**src/rtl/fetch_unit.sv**
```systemverilog
`default_nettype none
// ============================================================================
//  Module   : fetch_unit
//  Purpose  : Instruction-fetch stage of the multi-cycle RV32I core.
//             - Owns the program counter and presents it to instruction memory.
//             - Captures the returned word into an instruction register.
//             - Hands the instruction to decode with a valid/ready handshake.
//             - Accepts PC redirects from execute (jal, jalr, taken branches).
//
//  Ports    : clk            system clock (rising edge)
//             reset          asynchronous, active-high reset
//             imem_address   instruction address to memory (= pc)
//             imem_data_out  instruction word, valid one cycle after address
//             redirect_valid execute requests a PC change this cycle
//             redirect_pc    redirect target
//             instr_ready    decode consumes the held instruction
//             instr_valid    instruction/pc hold a valid fetched instruction
//             instruction    registered instruction word
//             pc             address of instruction
//             pc_plus4       pc + 4 (link value)
//             fetch_count    completed handshakes (wraps)
//             fetch_fault    misaligned-redirect trap flag
//                            (present only with FETCH_MISALIGN_TRAP_EN)
//
//  Options  : FETCH_MISALIGN_TRAP_EN - when defined, a redirect to a
//             non-word-aligned target traps into a FAULT state that only
//             reset leaves. When undefined, redirect_pc[1:0] is forced to 0.
//
//  Revision : 1.0 - initial release
// ============================================================================
module fetch_unit #(
    parameter logic [31:0] RESET_PC  = 32'h0000_1000,
    parameter logic [31:0] NOP_INSTR = 32'h0000_0013
) (
    input  logic        clk,
    input  logic        reset,
    output logic [31:0] imem_address,
    input  logic [31:0] imem_data_out,
    input  logic        redirect_valid,
    input  logic [31:0] redirect_pc,
    input  logic        instr_ready,
    output logic        instr_valid,
    output logic [31:0] instruction,
    output logic [31:0] pc,
    output logic [31:0] pc_plus4,
`ifdef FETCH_MISALIGN_TRAP_EN
    output logic        fetch_fault,
`endif
    output logic [31:0] fetch_count
);

    localparam logic [31:0] c_PC_STEP    = 32'd4;
    localparam logic [31:0] c_ALIGN_MASK = 32'hFFFF_FFFC;

    typedef enum logic [1:0] {
        ST_REQ   = 2'd0,
        ST_WAIT  = 2'd1,
        ST_HOLD  = 2'd2,
        ST_FAULT = 2'd3
    } state_t;

    state_t      r_state;
    logic [31:0] r_pc;
    logic [31:0] r_instr;
    logic        r_valid;
    logic [31:0] r_count;

    logic        w_handshake;
    logic [31:0] w_aligned_pc;

    // A handshake only exists while an instruction is being held.
    assign w_handshake  = (r_state == ST_HOLD) && instr_ready;
    assign w_aligned_pc = redirect_pc & c_ALIGN_MASK;

`ifdef FETCH_MISALIGN_TRAP_EN
    logic r_fault;
    logic w_misaligned;

    assign w_misaligned = |redirect_pc[1:0];
    assign fetch_fault  = r_fault;
`endif

    assign imem_address = r_pc;
    assign pc           = r_pc;
    assign pc_plus4     = r_pc + c_PC_STEP;
    assign instr_valid  = r_valid;
    assign instruction  = r_instr;
    assign fetch_count  = r_count;

    always_ff @(posedge clk or posedge reset) begin
        if (reset) begin
            r_state <= ST_REQ;
            r_pc    <= RESET_PC;
            r_instr <= NOP_INSTR;
            r_valid <= 1'b0;
            r_count <= 32'd0;
`ifdef FETCH_MISALIGN_TRAP_EN
            r_fault <= 1'b0;
`endif
        end else if (redirect_valid && (r_state != ST_FAULT)) begin
            // Redirect beats every other transition. A handshake landing in
            // the same cycle still counts, but the pc comes from execute.
            if (w_handshake) begin
                r_count <= r_count + 32'd1;
            end
            r_valid <= 1'b0;
            r_instr <= NOP_INSTR;
`ifdef FETCH_MISALIGN_TRAP_EN
            r_pc <= redirect_pc;
            if (w_misaligned) begin
                r_fault <= 1'b1;
                r_state <= ST_FAULT;
            end else begin
                r_state <= ST_REQ;
            end
`else
            r_pc    <= w_aligned_pc;
            r_state <= ST_REQ;
`endif
        end else begin
            case (r_state)
                ST_REQ: begin
                    r_state <= ST_WAIT;
                end
                ST_WAIT: begin
                    r_instr <= imem_data_out;
                    r_valid <= 1'b1;
                    r_state <= ST_HOLD;
                end
                ST_HOLD: begin
                    if (instr_ready) begin
                        r_pc    <= r_pc + c_PC_STEP;
                        r_valid <= 1'b0;
                        r_count <= r_count + 32'd1;
                        r_state <= ST_REQ;
                    end
                end
`ifdef FETCH_MISALIGN_TRAP_EN
                ST_FAULT: begin
                    // Sticky until reset.
                    r_state <= ST_FAULT;
                end
`endif
                default: begin
                    r_state <= ST_REQ;
                end
            endcase
        end
    end

endmodule
`default_nettype wire
```
**config.mk**
```make
export PLATFORM = sky130hd
export DESIGN_NAME = fetch_unit
export DESIGN_NICKNAME = d
export VERILOG_FILES = /design/src/rtl/fetch_unit.sv
export SDC_FILE = /design/constraint.sdc
export NUM_CORES = 1
export LEC_CHECK = 0
export CAP_MARGIN = 10
export CORE_MARGIN = 2
export CORE_UTILIZATION = 35
export DETAILED_ROUTE_END_ITERATION = 10
export GPL_ROUTABILITY_DRIVEN = 0
export PLACE_DENSITY = 0.7
export SLEW_MARGIN = 20
export SYNTH_ARGS = -nofsm -noshare
export SYNTH_HDL_FRONTEND = slang
export SYNTH_SLANG_ARGS = --single-unit
```
**constraint.sdc**
```tcl
create_clock -name clk -period 7.28 [get_ports clk]
set_input_delay 0.728 -clock clk [delete_from_list [all_inputs] [get_ports clk]]
set_output_delay 0.728 -clock clk [all_outputs]
set_load 0.005 [all_outputs]
```
After elaboration in Yosys (flattened, before gate mapping)
Index checks and enable logic that the tools add are counted.

Add/subtract/negate cells: 2. Multiply operators: 0. Div/mod/pow operators: 0. $lt $le $gt $ge: 0. Equality and inequality tests: 5. Shift-type cells: 0. Mux-type cells: 15. Bitwise operators: 0. Reductions and logical operators: 10.

Operator list (count): $mux W32 (9); $add A32 B1 Y32 const B (1); $add A32 B3 Y32 const B (1); $pmux W2 S3 (1); $reduce_bool A2 Y1 (3); $mux W2 (2); $ne A2 B2 Y1 const B (2); $reduce_and A2 Y1 (2); $ne A3 B2 Y1 const B (1); $reduce_and A3 Y1 (1); $reduce_bool A3 Y1 (1); $eq A2 B1 Y1 const B (1); $eq A2 B2 Y1 const B (1); $logic_and A1 B1 Y1 (2); $logic_not A2 Y1 (1); $mux W1 (2); $pmux W1 S2 (1).

Bits in registers: 99. Latch bits: 0. RAM bits: 0. ROM bits: 0. Output and inout bits: 161. Logic and storage cells: 37. Memories: 0.

Logic depth before layout (Yosys ltp)
Gate-level depths: netlist of run 1.

Depth in word-level cells: 4. Mapped depth: 8. Gate-level depth less buffers: 6.

Least setup slack after synthesis of run 1
No wires, ideal clock.

Kind: reg2out. From: register r_pc[10], in the netlist imem_address[10]. To: output port pc_plus4[24]. Arrival: 1.723 ns. Data required time: 6.552 ns. Path slack: 4.829 ns. Cell stages (with the launch flop): 6. Cells stage by stage: dfrtp_1 clkbuf_1 nand4_1 nor3_1 nand4_1 xnor2_1.

Cells in the longest elaborated chain, start to end: 1.

RTL lines: start: declaration (line 63) `logic [31:0] r_pc;`; start signal: assignment (line 117) `r_pc <= w_aligned_pc;`; start signal: assignment (line 132) `r_pc <= r_pc + c_PC_STEP;`; $add A32 B3 Y32 (line 85) `assign pc_plus4 = r_pc + c_PC_STEP;`; end: declaration (line 45) `output logic [31:0] pc_plus4,`.

Every way passes these cells.

Worst setup path in the final report of run 1
From: register r_pc[2], in the netlist imem_address[2]. To: output port pc_plus4[30].

The elaborated chain is that of the path after synthesis.

==> flow_summary_export.csv, run 1 <==
group,metric,value,unit
worst_setup_path,cp.required,6.55,ns
clock_tree,path_clk_slew,0.07,ns
worst_setup_path,rrSetupSlack,4.67,ns
sta,finalCritPeriodShare,52.8,%
min_path,hp-start,"fetch_count[31]",
placement,port_buffers,220,
yosys,async_reset_ff_share,100,%
route,ant_nets,0,
yosys,avgSynthCellArea,10.1,um^2
worst_setup_path,cp-start-kind,"flop",
die,die_area,15200,um^2
sta,hold_violations,0,
global_route,track_usage,19.5,%
power_and_ir_drop,pwr-share-comb,26.2,%
route,drc_errors,0,
global_route,antenna_found_initial,0,
worst_setup_path,reg2reg_from,"imem_address[2]",
yosys,netlist_instances,491,
sta,rsz0062_at_grt,"no",
power_and_ir_drop,p_leak,3.13,nW
route,vias,4417,
yosys,yosys_warnings,0,
min_path,hold_path_class,"reg2reg",
worst_setup_path,reg2reg_depth,6,
clock_tree,post_cts_buffers,0,
die,ioPinCount,229,
clock_tree,cts-htree-levels,3,
yosys,ys_seq_area_share,48.8,%
power_and_ir_drop,vdd_ir_drop_max,104,uV
clock_tree,cts_root_buf,"clkbuf_16",
clock_tree,ctsHoldBuffers,0,
power_and_ir_drop,power.share.switching,28.7,%
die,core_area,13900,um^2
power_and_ir_drop,pwr-share-seq,43.5,%
clock_tree,clock_latency,0.35,ns
clock_tree,cts_buffer_depth,2,
sta,hold_slack,0.467,ns
clock_tree,cts.sinks,97,
sta,final.min_clock_period,3.84,ns
min_path,hold_end,"fetch_count[31]",
placement,place_inst,844,
layout,drive_gt1_share,5.59,%
route,drt_first_pass_iters,4,
yosys,ys_dominant_reg_cell,"dfrtp_1",
sta,timing.final.setup_violations,0,
yosys,ys_types,45,
worst_setup_path,crit_type,"reg2out",
sta,tns,0,ns
power_and_ir_drop,p_total,0.00153,W
route,dr.first_iter.drc_count,279,
route,via_per_inst,5.14,
worst_setup_path,r2r-end,"imem_address[26]",
layout,area_growth,48.8,%
die,fp.dieH,123,um
clock_tree,cts_resized,0,
power_and_ir_drop,power.switching,0.000440,W
worst_setup_path,cp_data_arrival_time,3.11,ns
global_route,first_global_vias,4372,
sta,slew_headroom,35.5,%
layout,num-nets-final,745,
flow_run,cap_violations,0,
power_and_ir_drop,power.density,207,nW/um^2
sta,skew,0.00911,ns
route,totalWireLength,14800,um
die,start_util,35.9,%
power_and_ir_drop,p_int,0.00109,W
sta,slew_viol_final,0,
clock_tree,cts_tree,"built",
min_path,whs_path_depth,1,
worst_setup_path,critPathMaxFanout,8,
power_and_ir_drop,power.share.clock,30.3,%
sta,clock.fmax,260,MHz
global_route,overflow,0,
worst_setup_path,end_kind,"output port",
outcome,status,"completed",
placement,hpwlAfterDp,10700,um
die,num_rows,43,
global_route,grt_max_degree,65,
sta,max_slew.worst_pin.slew,0.966,ns
yosys,synth-edff-count,0,
clock_tree,numCtsBuffers,9,
die,die_w,123,um
global_route,grt_pass1_wl,22800,um
layout,antennaDiodeCount,0,
yosys,syn_area,4980,um^2
route,post_drt_wl_per_cell,17.2,um
yosys,synth-seq-cells,97,
layout,stdcell_count,860,
kinds of logic after synthesis:
group / share of synthesized area [%]
buffers and inverters: 8.21
other: 0.0753
AO/OA/AOI/OAI: 15.3
AND/OR/NAND/NOR: 16.7
adder cells (fa/ha/maj): 0.502
XOR/XNOR: 10.4
flip-flops: 48.8
cell usage in the layout, fill, tap and decap left out, types with 3 or more instances in the layout:
cell             synthesis  layout
a21o_1                  11      11
a21oi_1                 13      13
a221o_1                  7       7
a22o_1                  37      37
a22oi_1                  3       3
and2_1                   5       5
and3_1                   4       4
and4_1                   4       4
buf_4                   36       5
clkbuf_16                0       9
clkdlybuf4s50_1          0     220
conb_1                   1       6
dfrtp_1                 93      93
dfstp_2                  4       4
inv_1                   14      13
nand2_1                 49      49
nand3_1                 18      18
nand4_1                 20      20
nor2_1                  24      21
nor2_2                   0       3
nor3_1                  13      13
o211ai_1                 5       5
o21ai_0                 15      15
o22a_1                   3       3
o311ai_0                 3       3
or3_1                    5       5
xnor2_1                 40      40
xor2_1                  19      19
state kept, by name (all words and copies together), names as in the netlist:
name	count
r_state	2
imem_address	30
instr_valid	1
instruction	32
fetch_count	32
synthesized netlist by cell type (5+ instances only):
library cell	number	area share, %
o211ai_1	5	0.75
and2_1	5	0.63
a21oi_1	13	1.3
xnor2_1	40	7.0
a21o_1	11	1.7
buf_4	36	5.4
nor2_1	24	1.8
o21ai_0	15	1.5
or3_1	5	0.63
nand4_1	20	2.5
nor3_1	13	1.3
inv_1	14	1.1
clkbuf_1	18	1.4
a22o_1	37	6.5
nand3_1	18	1.8
a221o_1	7	1.4
dfrtp_1	93	47
nand2_1	49	3.7
xor2_1	19	3.3
final cells by class:
cell class | count | area [um^2]
Multi-Input combinational cell | 328 | 2170
Fill cell | 1236 | 6470
Clock buffer | 11 | 243
Clock inverter | 5 | 46.3
Sequential cell | 97 | 2430
Inverter | 14 | 55.1
Tap cell | 180 | 225
Timing Repair Buffer | 225 | 2240
worst max-delay path by stage:
stage,from,end,slack [ns],cells past startpoint
2_1_floorplan,reset,fetch_count[0],4.02,1
6_report,imem_address[2],pc_plus4[30],3.44,6
3_3_place_gp,imem_address[2],pc_plus4[26],3.84,6
5_1_grt,imem_address[2],pc_plus4[30],3.05,6
3_5_place_dp,imem_address[8],pc_plus4[26],3.82,5
4_1_cts,imem_address[2],pc_plus4[30],3.42,6
through the flow:
stage                     instance area [um^2]  utilization [%]  setup WS, ns
after global placement                    7120             51.3          3.84
after global routing                      7410             53.4          3.05
after CTS                                 7410             53.4          3.42
final                                     7410             53.4          3.44
after detailed placement                  7120             51.3          3.82
after floorplan                           5000                -          4.02
metal layers:
metal  routed length (um)  up-vias  global-route usage [%]
li1                     -     2077                       -
met1                 6270     2162                    24.3
met2                 7160      162                    32.4
met3                 1170       16                    5.35
met4                  223        0                    7.17
met5                    0        -                       0
power groups by stage:
stage          clock, W  sequential (W)  combinational, W
2_1_floorplan         0        0.000660          0.000168
3_3_place_gp          0        0.000670          0.000402
3_5_place_dp          0        0.000675          0.000404
4_1_cts        0.000478        0.000666          0.000407
5_1_grt        0.000503        0.000676          0.000438
6_report       0.000465        0.000667          0.000402
critical path, stage by stage (launching register included):
cell             delay (ns)
dfrtp_1                0.49
ha_1                   0.30
nand2_1                0.11
nor4_1                 0.77
nand4_1                0.30
xnor2_1                0.24
clkdlybuf4s50_1        0.56
(Power assumes the default switching activity.)
==> inputs of run 2 (changes only) <==
--- a/config.mk
+++ b/config.mk
@@ -10,7 +10,7 @@
 export CORE_UTILIZATION = 35
 export DETAILED_ROUTE_END_ITERATION = 10
 export GPL_ROUTABILITY_DRIVEN = 0
-export PLACE_DENSITY = 0.7
+export PLACE_DENSITY = 0.72
 export SLEW_MARGIN = 20
 export SYNTH_ARGS = -nofsm -noshare
 export SYNTH_HDL_FRONTEND = slang
==> constraint.sdc (replaced) <==
create_clock -name clk -period 3.17 [get_ports clk]
set_input_delay 0.317 -clock clk [delete_from_list [all_inputs] [get_ports clk]]
set_output_delay 0.317 -clock clk [all_outputs]
set_load 0.005 [all_outputs]
==> run 2 against run 1 <==
  * Non-clock buffer count rose by 10
  * Worst hold slack got worse by 0.18 ns
  * Clock power rose by 130%
  * Die area did not move
  * Clock-buffer cell count fell by 2
  * Sequential power rose by 130%
  * Critical path type unchanged
  * Utilization rose by 0.50 points
==> flow_summary_export.csv, run 2 (synthesis gave the netlist of run 1 again) <==
group,metric,value,unit
outcome,status,"completed",
clock_tree,ctsHoldBuffers,0,
sta,max_slew.worst_pin.slew,0.837,ns
sta,final.min_clock_period,2.99,ns
die,ioPinCount,229,
layout,layout_commonest_cell,"clkdlybuf4s50_1",
route,via_per_inst,5.17,
sta,setup_ws,0.179,ns
placement,port_buffers,220,
route,totalWireLength,15000,um
power_and_ir_drop,p_total,0.00354,W
die,core_area,13900,um^2
flow_run,cap_violations,0,
clock_tree,path_clk_slew,0.07,ns
die,die_w,123,um
clock_tree,cts_buffer_depth,2,
layout,layout_common_cells,"220 x clkdlybuf4s50_1, 93 x dfrtp_1, 49 x nand2_1",
route,post_drt_wl_per_cell,17.3,um
power_and_ir_drop,power.share.clock,30.4,%
clock_tree,clock_latency,0.35,ns
die,die_area,15200,um^2
layout,drive_gt1_share,6.97,%
sta,hold_violations,0,
placement,place_inst,854,
die,start_util,35.9,%
power_and_ir_drop,power.switching,0.000986,W
worst_setup_path,cp-start-kind,"flop",
worst_setup_path,cp.required,2.85,ns
layout,area_growth,50.2,%
sta,timing.final.setup_violations,0,
layout,multi_input_area,2170,um^2
route,dr.first_iter.drc_count,257,
sta,slew_viol_final,0,
power_and_ir_drop,power.share.switching,27.8,%
clock_tree,cts_root_buf,"clkbuf_16",
worst_setup_path,cp_data_arrival_time,2.67,ns
clock_tree,cts_tree,"built",
clock_tree,post_cts_buffers,0,
clock_tree,cts_resized,0,
layout,final_util,53.9,%
global_route,overflow,0,
power_and_ir_drop,power.density,473,nW/um^2
clock_tree,numCtsBuffers,9,
power_and_ir_drop,pwr-share-comb,26.2,%
worst_setup_path,crit_type,"reg2out",
global_route,grt_pass1_wl,23000,um
clock_tree,cts.sinks,97,
power_and_ir_drop,vdd_ir_drop_max,270,uV
min_path,hold_path_class,"in2async",
layout,register_area,2430,um^2
die,fp.dieH,123,um
sta,slew_headroom,44.2,%
route,drc_errors,0,
sta,clock.fmax,334,MHz
placement,hpwlAfterDp,11100,um
clock_tree,cts-htree-levels,3,
placement,dp_slack,0.507,ns
global_route,first_global_vias,4449,
power_and_ir_drop,p_leak,3.18,nW
global_route,grt_max_degree,35,
global_route,antenna_found_initial,0,
power_and_ir_drop,pwr-share-seq,43.4,%
sta,rsz0062_at_grt,"no",
layout,fillerInstances,1229,
sta,skew,0.00850,ns
worst_setup_path,critPathMaxFanout,8,
layout,stdcell_count,869,
sta,finalCritPeriodShare,94.4,%
die,num_rows,43,
layout,antennaDiodeCount,0,
power_and_ir_drop,p_int,0.00256,W
route,vias,4489,
route,ant_nets,0,
sta,tns,0,ns
worst_setup_path,end_kind,"output port",
route,drt_first_pass_iters,4,
layout,num-nets-final,755,
global_route,track_usage,19.6,%
[run 2: cell types whose count changed in the layout (fill, tap and decap cells not counted)]
cell       previous run  this run
buf_4                 5        15
clkinv_2              0         4
clkinv_4              2         0
bufinv_16             0         1
clkbuf_1              1         0
clkbuf_8              1         0
inv_6                 2         1
inv_8                 1         0
[run 2: cell type report]
cell class                 instances  area share (%)
tap                              180            3.01
clock buffer                       9            3.01
inverter                          14           0.736
clock inverter                     6           0.786
sequential                        97            32.5
timing repair buffer             235            30.9
multi-input combinational        328            29.0
[run 2: final timing paths]
kind / startpoint / endpoint / slack, ns / depth (start not counted)
max in group asynchronous: reset / imem_address[17] / 1.95 / 4
worst max-delay path: imem_address[2] / pc_plus4[30] / 0.18 / 7
worst min-delay path: reset / fetch_count[12] / 0.29 / 2
min in group clk: fetch_count[31] / fetch_count[31] / 0.47 / 1
worst min register to register: fetch_count[31] / fetch_count[31] / 0.47 / 1
worst max register to register: fetch_count[4] / fetch_count[31] / 0.98 / 5
[run 2: critical path, stage by stage (launching register included)]
cell,delay (ns)
dfrtp_1,0.48
ha_1,0.28
nand2_1,0.10
nor4_1,0.32
buf_4,0.21
nand4_1,0.16
xnor2_1,0.20
clkdlybuf4s50_1,0.57
[run 2: power groups by stage]
stage	combinational [W]	sequential, W	clock (W)
2_1_floorplan	0.000386	0.00152	0
3_3_place_gp	0.000924	0.00154	0
3_5_place_dp	0.000935	0.00156	0
4_1_cts	0.000942	0.00154	0.00111
5_1_grt	0.00101	0.00156	0.00117
6_report	0.000929	0.00154	0.00108
[run 2: metal layers]
metal | routed length [um] | up-vias | track usage (%)
met2 | 7310 | 170 | 32.2
met1 | 6410 | 2197 | 25.5
li1 | - | 2103 | -
met4 | 314 | 0 | 7.53
met5 | 0 | - | 0
met3 | 997 | 19 | 4.15
[run 2: metrics by stage]
stage	hold slack, ns	cell area, um^2
after floorplan	0.380	5000
after global placement	0.463	7200
after detailed placement	0.457	7200
after CTS	0.293	7480
after global routing	0.306	7480
final	0.291	7480
==> inputs of run 3 (changes only) <==
--- a/config.mk
+++ b/config.mk
@@ -10,8 +10,8 @@
 export CORE_UTILIZATION = 35
 export DETAILED_ROUTE_END_ITERATION = 10
 export GPL_ROUTABILITY_DRIVEN = 0
+export GPL_TIMING_DRIVEN = 0
 export PLACE_DENSITY = 0.72
-export SLEW_MARGIN = 20
 export SYNTH_ARGS = -nofsm -noshare
 export SYNTH_HDL_FRONTEND = slang
 export SYNTH_SLANG_ARGS = --single-unit
==> run 3 against run 2 <==
  * Utilization rose by 3.0 points
  * Via count rose by 4.1%
  * Combinational power up 11%
  * Clock skew down 0.0011 ns
  * Worst hold slack better by 0.096 ns
  * Wire length grew 5.8%
  * Non-clock buffer count increased by 46
  * Die area unchanged
  * Sequential share of layout area down 1.7 points
  * Worst setup slack lost 0.025 ns
  * First-iteration DRC count decreased by 6.2%
  * Flip-flop and latch count did not move
  * Critical path type unchanged
  * Highest routed layer unchanged
==> flow_summary_export.csv, run 3 (synthesis gave the netlist of run 1 again) <==
group,metric,value,unit
sta,tns,0,ns
outcome,status,"completed",
worst_setup_path,cp-start-kind,"flop",
placement,port_buffers,220,
sta,timing.final.setup_violations,0,
global_route,met2_usage,35.1,%
worst_setup_path,crit_type,"reg2out",
die,start_util,35.9,%
clock_tree,numCtsBuffers,9,
route,via_per_inst,5.10,
route,ant_nets,0,
clock_tree,cts.sinks,97,
global_route,top_usage_layer,"met2",
global_route,grt_pass1_wl,24900,um
layout,area_growth,58.5,%
sta,max_slew.worst_pin.slew,0.905,ns
route,drc_errors,0,
sta,hold_violations,0,
worst_setup_path,end_kind,"output port",
power_and_ir_drop,power.density,487,nW/um^2
clock_tree,clock_latency,0.35,ns
sta,rsz0062_at_grt,"no",
global_route,grt_use_met3,5.58,%
placement,place_inst,897,
sta,final.min_clock_period,3.02,ns
route,totalWireLength,15900,um
layout,layout_commonest_cell,"clkdlybuf4s50_1",
layout,register_area,2430,um^2
sta,slew_headroom,39.7,%
layout,antennaDiodeCount,0,
sta,slew_viol_final,0,
layout,fillerInstances,1217,
power_and_ir_drop,pwr-share-seq,39.8,%
clock_tree,cts_root_buf,"clkbuf_16",
layout,multi_input_area,2210,um^2
clock_tree,cts_buffer_depth,2,
route,dr.first_iter.drc_count,241,
route,drt_first_pass_iters,6,
route,vias,4672,
sta,clock.fmax,332,MHz
layout,layout_common_cells,"220 x clkdlybuf4s50_1, 93 x dfrtp_1, 49 x nand2_1",
worst_setup_path,cp_data_arrival_time,2.70,ns
sta,finalCritPeriodShare,95.1,%
global_route,track_usage,21.2,%
worst_setup_path,cp.required,2.85,ns
sta,skew,0.00738,ns
worst_setup_path,critPathMaxFanout,7,
power_and_ir_drop,vdd_ir_drop_max,257,uV
clock_tree,cts-htree-levels,3,
global_route,first_global_vias,4809,
layout,num-nets-final,801,
die,core_area,13900,um^2
placement,hpwlAfterDp,11700,um
power_and_ir_drop,power.share.switching,26.9,%
power_and_ir_drop,p_total,0.00385,W
power_and_ir_drop,p_int,0.00281,W
min_path,hold_path_class,"in2async",
die,die_area,15200,um^2
route,post_drt_wl_per_cell,17.4,um
die,num_rows,43,
power_and_ir_drop,p_leak,3.40,nW
sta,hold_slack,0.387,ns
global_route,grt_max_degree,55,
power_and_ir_drop,power.switching,0.00103,W
flow_run,cap_violations,0,
placement,dp_slack,0.0708,ns
die,ioPinCount,229,
die,die_w,123,um
layout,stdcell_count,916,
clock_tree,cts_tree,"built",
global_route,met1_usage,26.9,%
global_route,overflow,0,
die,fp.dieH,123,um
global_route,antenna_found_initial,0,
layout,drive_gt1_share,10.5,%
power_and_ir_drop,power.share.clock,33.5,%
sta,setup_ws,0.154,ns
clock_tree,path_clk_slew,0.07,ns
power_and_ir_drop,pwr-share-comb,26.7,%
## run 3: routing by layer
metal | share of wire [%] | vias up
li1 | - | 2185
met1 | 42 | 2281
met2 | 49 | 189
met3 | 7.5 | 17
met4 | 1.7 | 0
met5 | 0 | -
## run 3: stage by stage
step,utilization (%),cell area (um^2)
after floorplan,-,5000
final,56.9,7890
after global placement,53.5,7430
after global routing,56.9,7890
after CTS,56.6,7850
after detailed placement,53.7,7460
## run 3: critical path, cell delays in order, from the launching register on
cell	delay (ns)
dfstp_2	0.61
nand4_1	0.12
buf_4	0.19
nor4_4	0.40
and2_1	0.23
nand2_1	0.10
xnor2_1	0.17
clkdlybuf4s50_1	0.53
## run 3: power by group through the flow
stage	sequential, W	combinational, W	clock [W]
3_5_place_dp	0.00154	0.00103	0
2_1_floorplan	0.00152	0.000386	0
3_3_place_gp	0.00154	0.00101	0
6_report	0.00153	0.00103	0.00129
4_1_cts	0.00152	0.00104	0.00132
5_1_grt	0.00155	0.00112	0.00136
## run 3: path summary, 6_finish.rpt
| path | startpoint | end | slack [ns] | cells past startpoint |
|---|---|---|---|---|
| worst max-delay path | imem_address[12] | pc_plus4[18] | 0.15 | 7 |
| worst min-delay path | reset | instruction[20] | 0.39 | 2 |
| worst max register to register | r_state[0] | imem_address[13] | 0.50 | 7 |
| worst min register to register | fetch_count[31] | fetch_count[31] | 0.49 | 1 |
| max in group asynchronous | reset | instruction[4] | 2.06 | 3 |
| min in group clk | fetch_count[31] | fetch_count[31] | 0.49 | 1 |
## run 3: timing repair
action                     CTS  global route
hold buffers                 0             0
pin swaps                    0             2
gates resized for setup      3             6
setup endpoints to repair   15            17
setup buffers                3             1
## run 3: final cells by class
cell class	instances	share of cell area (%)
clock inverters	6	1.44
multi-input cells	328	28.1
plain buffers	56	4.47
flip-flops and latches	97	30.8
clock buffers	10	3.03
inverters	14	0.698
well taps	180	2.85
repair buffers	225	28.6
